File: src/rtl/booth_free_divider.sv
// Multi-cycle signed restoring divider (MIPS DIV semantics): quotient on Lo, remainder on Hi.
// One quotient bit per cycle on magnitudes, with the signs applied in a final fix-up cycle.
module booth_free_divider #(
  parameter int unsigned WIDTH = 32
) (
  input  logic             Clk,
  input  logic             Reset,
  input  logic [WIDTH-1:0] Dividendo,
  input  logic [WIDTH-1:0] Divisor,
  input  logic             DivStart,
  output logic             DivFim,
  output logic             DivisaoPorZero,
  output logic [WIDTH-1:0] Hi,
  output logic [WIDTH-1:0] Lo
);

  localparam int unsigned CW = $clog2(WIDTH + 1);

  typedef enum logic [1:0] {S_IDLE, S_RUN, S_FIX} state_t;

  state_t           r_state;
  logic [WIDTH-1:0] r_rem;
  logic [WIDTH-1:0] r_q;
  logic [WIDTH-1:0] r_div;
  logic             r_qneg;
  logic             r_rneg;
  logic [CW-1:0]    r_cnt;

  logic [WIDTH-1:0] w_abs_dd;
  logic [WIDTH-1:0] w_abs_dv;
  logic [WIDTH:0]   w_shift;
  logic [WIDTH-1:0] w_diff;
  logic             w_ge;

  // MIN_INT negates to itself, which read as unsigned is exactly its magnitude.
  assign w_abs_dd = Dividendo[WIDTH-1] ? (-Dividendo) : Dividendo;
  assign w_abs_dv = Divisor[WIDTH-1]   ? (-Divisor)   : Divisor;

  assign w_shift = {r_rem, r_q[WIDTH-1]};
  assign w_ge    = (w_shift >= {1'b0, r_div});
  assign w_diff  = w_shift[WIDTH-1:0] - r_div;

  always_ff @(posedge Clk) begin
    if (Reset) begin
      r_state        <= S_IDLE;
      r_rem          <= '0;
      r_q            <= '0;
      r_div          <= '0;
      r_qneg         <= 1'b0;
      r_rneg         <= 1'b0;
      r_cnt          <= '0;
      Hi             <= '0;
      Lo             <= '0;
      DivFim         <= 1'b0;
      DivisaoPorZero <= 1'b0;
    end else begin
      DivFim         <= 1'b0;
      DivisaoPorZero <= 1'b0;
      case (r_state)
        S_IDLE: begin
          if (DivStart) begin
            if (Divisor == '0) begin
              DivFim         <= 1'b1;
              DivisaoPorZero <= 1'b1;
            end else begin
              r_q     <= w_abs_dd;
              r_div   <= w_abs_dv;
              r_qneg  <= Dividendo[WIDTH-1] ^ Divisor[WIDTH-1];
              r_rneg  <= Dividendo[WIDTH-1];
              r_rem   <= '0;
              r_cnt   <= CW'(WIDTH);
              r_state <= S_RUN;
            end
          end
        end
        S_RUN: begin
          r_rem <= w_ge ? w_diff : w_shift[WIDTH-1:0];
          r_q   <= {r_q[WIDTH-2:0], w_ge};
          r_cnt <= r_cnt - CW'(1);
          if (r_cnt == CW'(1)) r_state <= S_FIX;
        end
        S_FIX: begin
          Lo      <= r_qneg ? (-r_q)   : r_q;
          Hi      <= r_rneg ? (-r_rem) : r_rem;
          DivFim  <= 1'b1;
          r_state <= S_IDLE;
        end
        default: r_state <= S_IDLE;
      endcase
    end
  end

endmodule

File: config.mk
export PLATFORM = sky130hd
export DESIGN_NAME = booth_free_divider
export DESIGN_NICKNAME = d
export VERILOG_FILES = /design/src/rtl/booth_free_divider.sv
export SDC_FILE = /design/constraint.sdc
export NUM_CORES = 1
export LEC_CHECK = 0
export CORE_UTILIZATION = 25
export DETAILED_ROUTE_END_ITERATION = 10
export GPL_ROUTABILITY_DRIVEN = 0
export GPL_TIMING_DRIVEN = 0
export PLACE_DENSITY = 0.51
export SLEW_MARGIN = 5
export SYNTH_ARGS = -nofsm -noshare
export SYNTH_HDL_FRONTEND = slang
export SYNTH_SLANG_ARGS = --single-unit
File: constraint.sdc
create_clock -name Clk -period 3.6 [get_ports Clk]
set_input_delay 0.72 -clock Clk [delete_from_list [all_inputs] [get_ports Clk]]
set_output_delay 0.72 -clock Clk [all_outputs]
set_load 0.01 [all_outputs]
After elaboration in Yosys (flattened, before gate mapping)
Index checks and enable logic that the tools add are counted.
- divide/modulo/power cells: 0
- eq/ne operators: 6
- shift operators: 0
- mux-type cells: 21
- reduce and logical (&&, ||, !) cells: 7
- multiply operators: 0
- add/sub/neg operators: 6
- bitwise logic cells: 3
- $lt $le $gt $ge: 1
- operators with widths (operator ; count):
    $mux 32 ; 9
    $neg 32->32 ; 4
    $pmux 32 s2 ; 2
    $ge 33x32->1 ; 1
    $logic_not 32->1 ; 1
    $sub 32x32->32 ; 1
    $mux 6 ; 2
    $pmux 6 s2 ; 1
    $reduce_and 3->1 ; 3
    $eq 6x1->1 const B ; 1
    $mux 2 ; 3
    $ne 2x2->1 const B ; 3
    $sub 6x1->6 const B ; 1
    $pmux 2 s2 ; 1
    $eq 2x1->1 const B ; 1
    $eq 2x2->1 const B ; 1
    $logic_not 2->1 ; 1
    $mux 1 ; 2
    $not 1->1 ; 2
    $pmux 1 s2 ; 1
    $reduce_bool 2->1 ; 1
    $reduce_or 2->1 ; 1
    $xor 1x1->1 ; 1
- memories: 0
- output and inout port bits: 66
- bits in latches: 0
- RAM bits: 0
- bits in registers: 172
- bits in read-only memories: 0
- bits of input ports: 67

Longest topological paths before layout
- depth after elaboration: 5
- mapped depth: 13
- depth with buffers taken out: 13

Least setup slack after synthesis
OpenSTA, ideal clock, no wires.
- path kind: input -> register
- start point: input Dividendo[4]
- end point: register r_q[27]
- cell stages on the path: 9
- setup slack: 330 ps
- required time: 3478 ps
- data arrival time: 3148 ps
- cell sequence: or3_4 -> or3_4 -> or3_4 -> or3_4 -> or3_4 -> nand2_1 -> xor2_1 -> nor2_1 -> a221o_1
- longest elaborated chain between the ends: 5
- ends and longest elaborated chain (element ; line ; RTL):
    start, declared ; 8 ; input logic [WIDTH-1:0] Dividendo,
    $neg 32->32 ; 36 ; assign w_abs_dd = Dividendo[WIDTH-1] ? (-Dividendo) : Dividendo;
    $mux 32 ; 36 ;
    $mux 32 ; 62 ; if (Divisor == '0) begin
    $mux 32 ; 61 ; if (DivStart) begin
    $pmux 32 s2 ; 59 ; case (r_state)
    end signal, assigned ; 66 ; r_q <= w_abs_dd;
    end signal, assigned ; 78 ; r_q <= {r_q[WIDTH-2:0], w_ge};
    end, declared ; 23 ; logic [WIDTH-1:0] r_q;
Every way passes these cells. The select of a mux whose other input is x is not followed.
A chain may end at the register's enable or synchronous reset.

Final worst setup path
- start point: input Dividendo[2]
- end point: register r_q[29]
Same word-level chain as after synthesis.

==> flow_metrics.env <==
export IMPL_status="complete, no violations"
export IMPL_ys_ff_latch=172
export IMPL_required_ns=3.98
export IMPL_critPathCaptureType="flip-flop"
export IMPL_slew_headroom_pct=43.9
export IMPL_syn_avg_cell_area_um2=7.99
export IMPL_netlist_area_um2=10600
export IMPL_antenna_found_initial=0
export IMPL_clock_latency_ns=0.46
export IMPL_synth_nets=1432
export IMPL_grt_remaining_overflow=0
export IMPL_wl_per_cell_um=16.8
export IMPL_finalCriticalPeriod_ns=3.50
export IMPL_timing_hold_ws_ns=0.452
export IMPL_drt_iter0_drc=648
export IMPL_postRouteAntennaNets=0
export IMPL_fin_total_pwr_mw=6.13
export IMPL_io_pins=133
export IMPL_p_per_area_nw_per_um2=460
export IMPL_ys_flop_type="dfxtp_1"
export IMPL_mostFrequentLayoutCells="172 x dfxtp_1, 140 x nand2_1, 127 x clkdlybuf4s50_1"
export IMPL_num_nets_final=1581
export IMPL_finalCritPeriodShare_pct=97.1
export IMPL_hold_buffers=0
export IMPL_grt_pass1_wl_mm=54.0
export IMPL_fin_tns_setup_ns=0
export IMPL_layout_commonest_cell="dfxtp_1"
export IMPL_start_util_pct=25.3
export IMPL_rows=75
export IMPL_grt_util_all_layers_pct=15.8
export IMPL_synthCells=1326
export IMPL_hpwl_mm=27.9
export IMPL_worstPathMaxFanout=5
export IMPL_max_vdd_ir_drop_uv=374
export IMPL_synth_edf_count=0
export IMPL_drv_cap=0
export IMPL_setup_viol=0
export IMPL_drt_wl_total_mm=34.0
export IMPL_hold_path_class="flip-flop to flip-flop"
export IMPL_grt_max_degree=17
export IMPL_clock_fmax_mhz=286
export IMPL_clockBufferDepth=2
export IMPL_die_y_um=208
export IMPL_syn_to_final_growth_pct=25.7
export IMPL_routed_via_density=4.86
export IMPL_worstPathArrival_ns=3.88
export IMPL_htreeDepth=4
export IMPL_critPathKind="input port to flip-flop"
export IMPL_finalClockSkew_ns=0.0117
export IMPL_finalHoldViolations=0
export IMPL_cts_sinks=172
export IMPL_yosys_warnings=0
export IMPL_diodes=0
export IMPL_firstDrtPassIters=8
export IMPL_drc=0
export IMPL_grt_pass1_vias=9533
export IMPL_async_flop_share_pct=0
export IMPL_clk_pin_slew_worst_paths_ns=0.07
export IMPL_cts_buffers_inserted=17
export IMPL_clock_root_buffer="clkbuf_16"
export IMPL_leakage_nw=4.83
export IMPL_tightest_slew_ns=0.834
export IMPL_layout_drive_gt1_share_pct=6.19
export IMPL_startpoint_type="input port"
export IMPL_maxSlewViolCount=0
export IMPL_tritoncts="done"
export IMPL_die_w_um=208
export IMPL_ys_seq_area_share_pct=32.5
export IMPL_io_buffers=129
export IMPL_synthDistinctLibCells=65
export IMPL_coreArea_um2=41900
export IMPL_vias=9837
export IMPL_die_area_um2=43200
[layer usage]
metal	vias to the layer above	wire [µm]	global-route usage (%)
met4	0	503	4.42
met5	-	0	0
met1	4553	17100	21.7
met3	25	1550	3.30
li1	5076	-	-
met2	183	14900	24.8
[layout make-up]
cell class                      instances  area (µm²)
Buffer                                 84         384
Multi-Input combinational cell       1016        6690
Timing Repair Buffer                  130        1300
Clock buffer                           19         453
Sequential cell                       172        3440
Clock inverter                         12         163
Fill cell                            4468       28500
Inverter                               54         203
Tap cell                              539         674
[cells by family after synthesis]
| family | Yosys count | share of synthesized area, % |
|---|---|---|
| muxes | 24 | 2.27 |
| and+or+nand+nor | 411 | 18.3 |
| AOI/OAI and AO/OA | 400 | 25.3 |
| buffers and inverters | 138 | 5.23 |
| adders and majority gates | 39 | 4.68 |
| DFF | 172 | 32.5 |
| xor gates and xnor gates | 142 | 11.7 |
[stage by stage]
stage          std cells  worst slack (ns)  util, %  instance area, µm²
6_report            2026             0.104     31.8               13300
5_1_grt             2026           -0.0222     31.8               13300
4_1_cts             2025            0.0126     31.5               13200
3_5_place_dp        1994            -0.515     30.0               12600
3_3_place_gp        1994            -0.528     30.0               12600
2_1_floorplan       1326             0.330        -               10600
[cell usage after synthesis (all sizes together), types with 15 or more instances]
cell type / number / area share, %
dfxtp: 172 / 33
nand2: 142 / 5.1
nor2: 128 / 4.5
o21ai: 108 / 5.1
a211oi: 87 / 6.2
xor2: 87 / 7.2
clkbuf: 70 / 2.5
a21oi: 69 / 3.3
xnor2: 55 / 4.5
inv: 54 / 1.9
ha: 38 / 4.5
o31ai: 37 / 2.8
or3: 27 / 1.8
mux2i: 24 / 2.3
o41ai: 18 / 1.6
or4: 18 / 1.3
a21o: 16 / 1.1
nor3: 15 / 0.76
[path summary, 6_finish.rpt]
| path | depth (start not counted) | startpoint | slack [ns] | to |
|---|---|---|---|---|
| hold / removal | 2 | Lo[24] | 0.45 | Lo[24] |
| setup / recovery | 10 | Dividendo[2] | 0.10 | r_q[29] |
| hold reg to reg | 2 | Lo[24] | 0.45 | Lo[24] |
| setup reg to reg | 11 | r_rem[17] | 0.32 | r_rem[30] |
[worst max-delay path, cell delays in order]
cell and delay (ns):
clkdlybuf4s50_1 0.50, or3_4 0.41, or3_4 0.41, or3_4 0.39, or3_4 0.40, or3_4 0.41, o31ai_4 0.20, xnor2_1 0.18
o211ai_2 0.09, a21oi_1 0.16
[registers in the layout (all words and copies together) (netlist names)]
name,flops
DivFim,1
DivisaoPorZero,1
Hi,32
Lo,32
r_cnt,6
r_div,32
r_q,32
r_qneg,1
r_rem,32
r_rneg,1
r_state,2
[power breakdown]
part | internal [mW] | leakage [nW] | switching, mW
logic | 0.808 | 3.13 | 1.14
clock network | 1.13 | 0.302 | 0.842
registers | 2.03 | 1.40 | 0.166
total | 3.98 | 4.83 | 2.15
[timing repair]
| action | CTS | global route |
|---|---|---|
| pin swaps | 0 | 4 |
| buffers inserted | 0 | 1 |
| gates resized for setup | 7 | 38 |
| endpoints found under the setup margin | 37 | 86 |
Note: power is estimated with default switching activity, not from simulation.
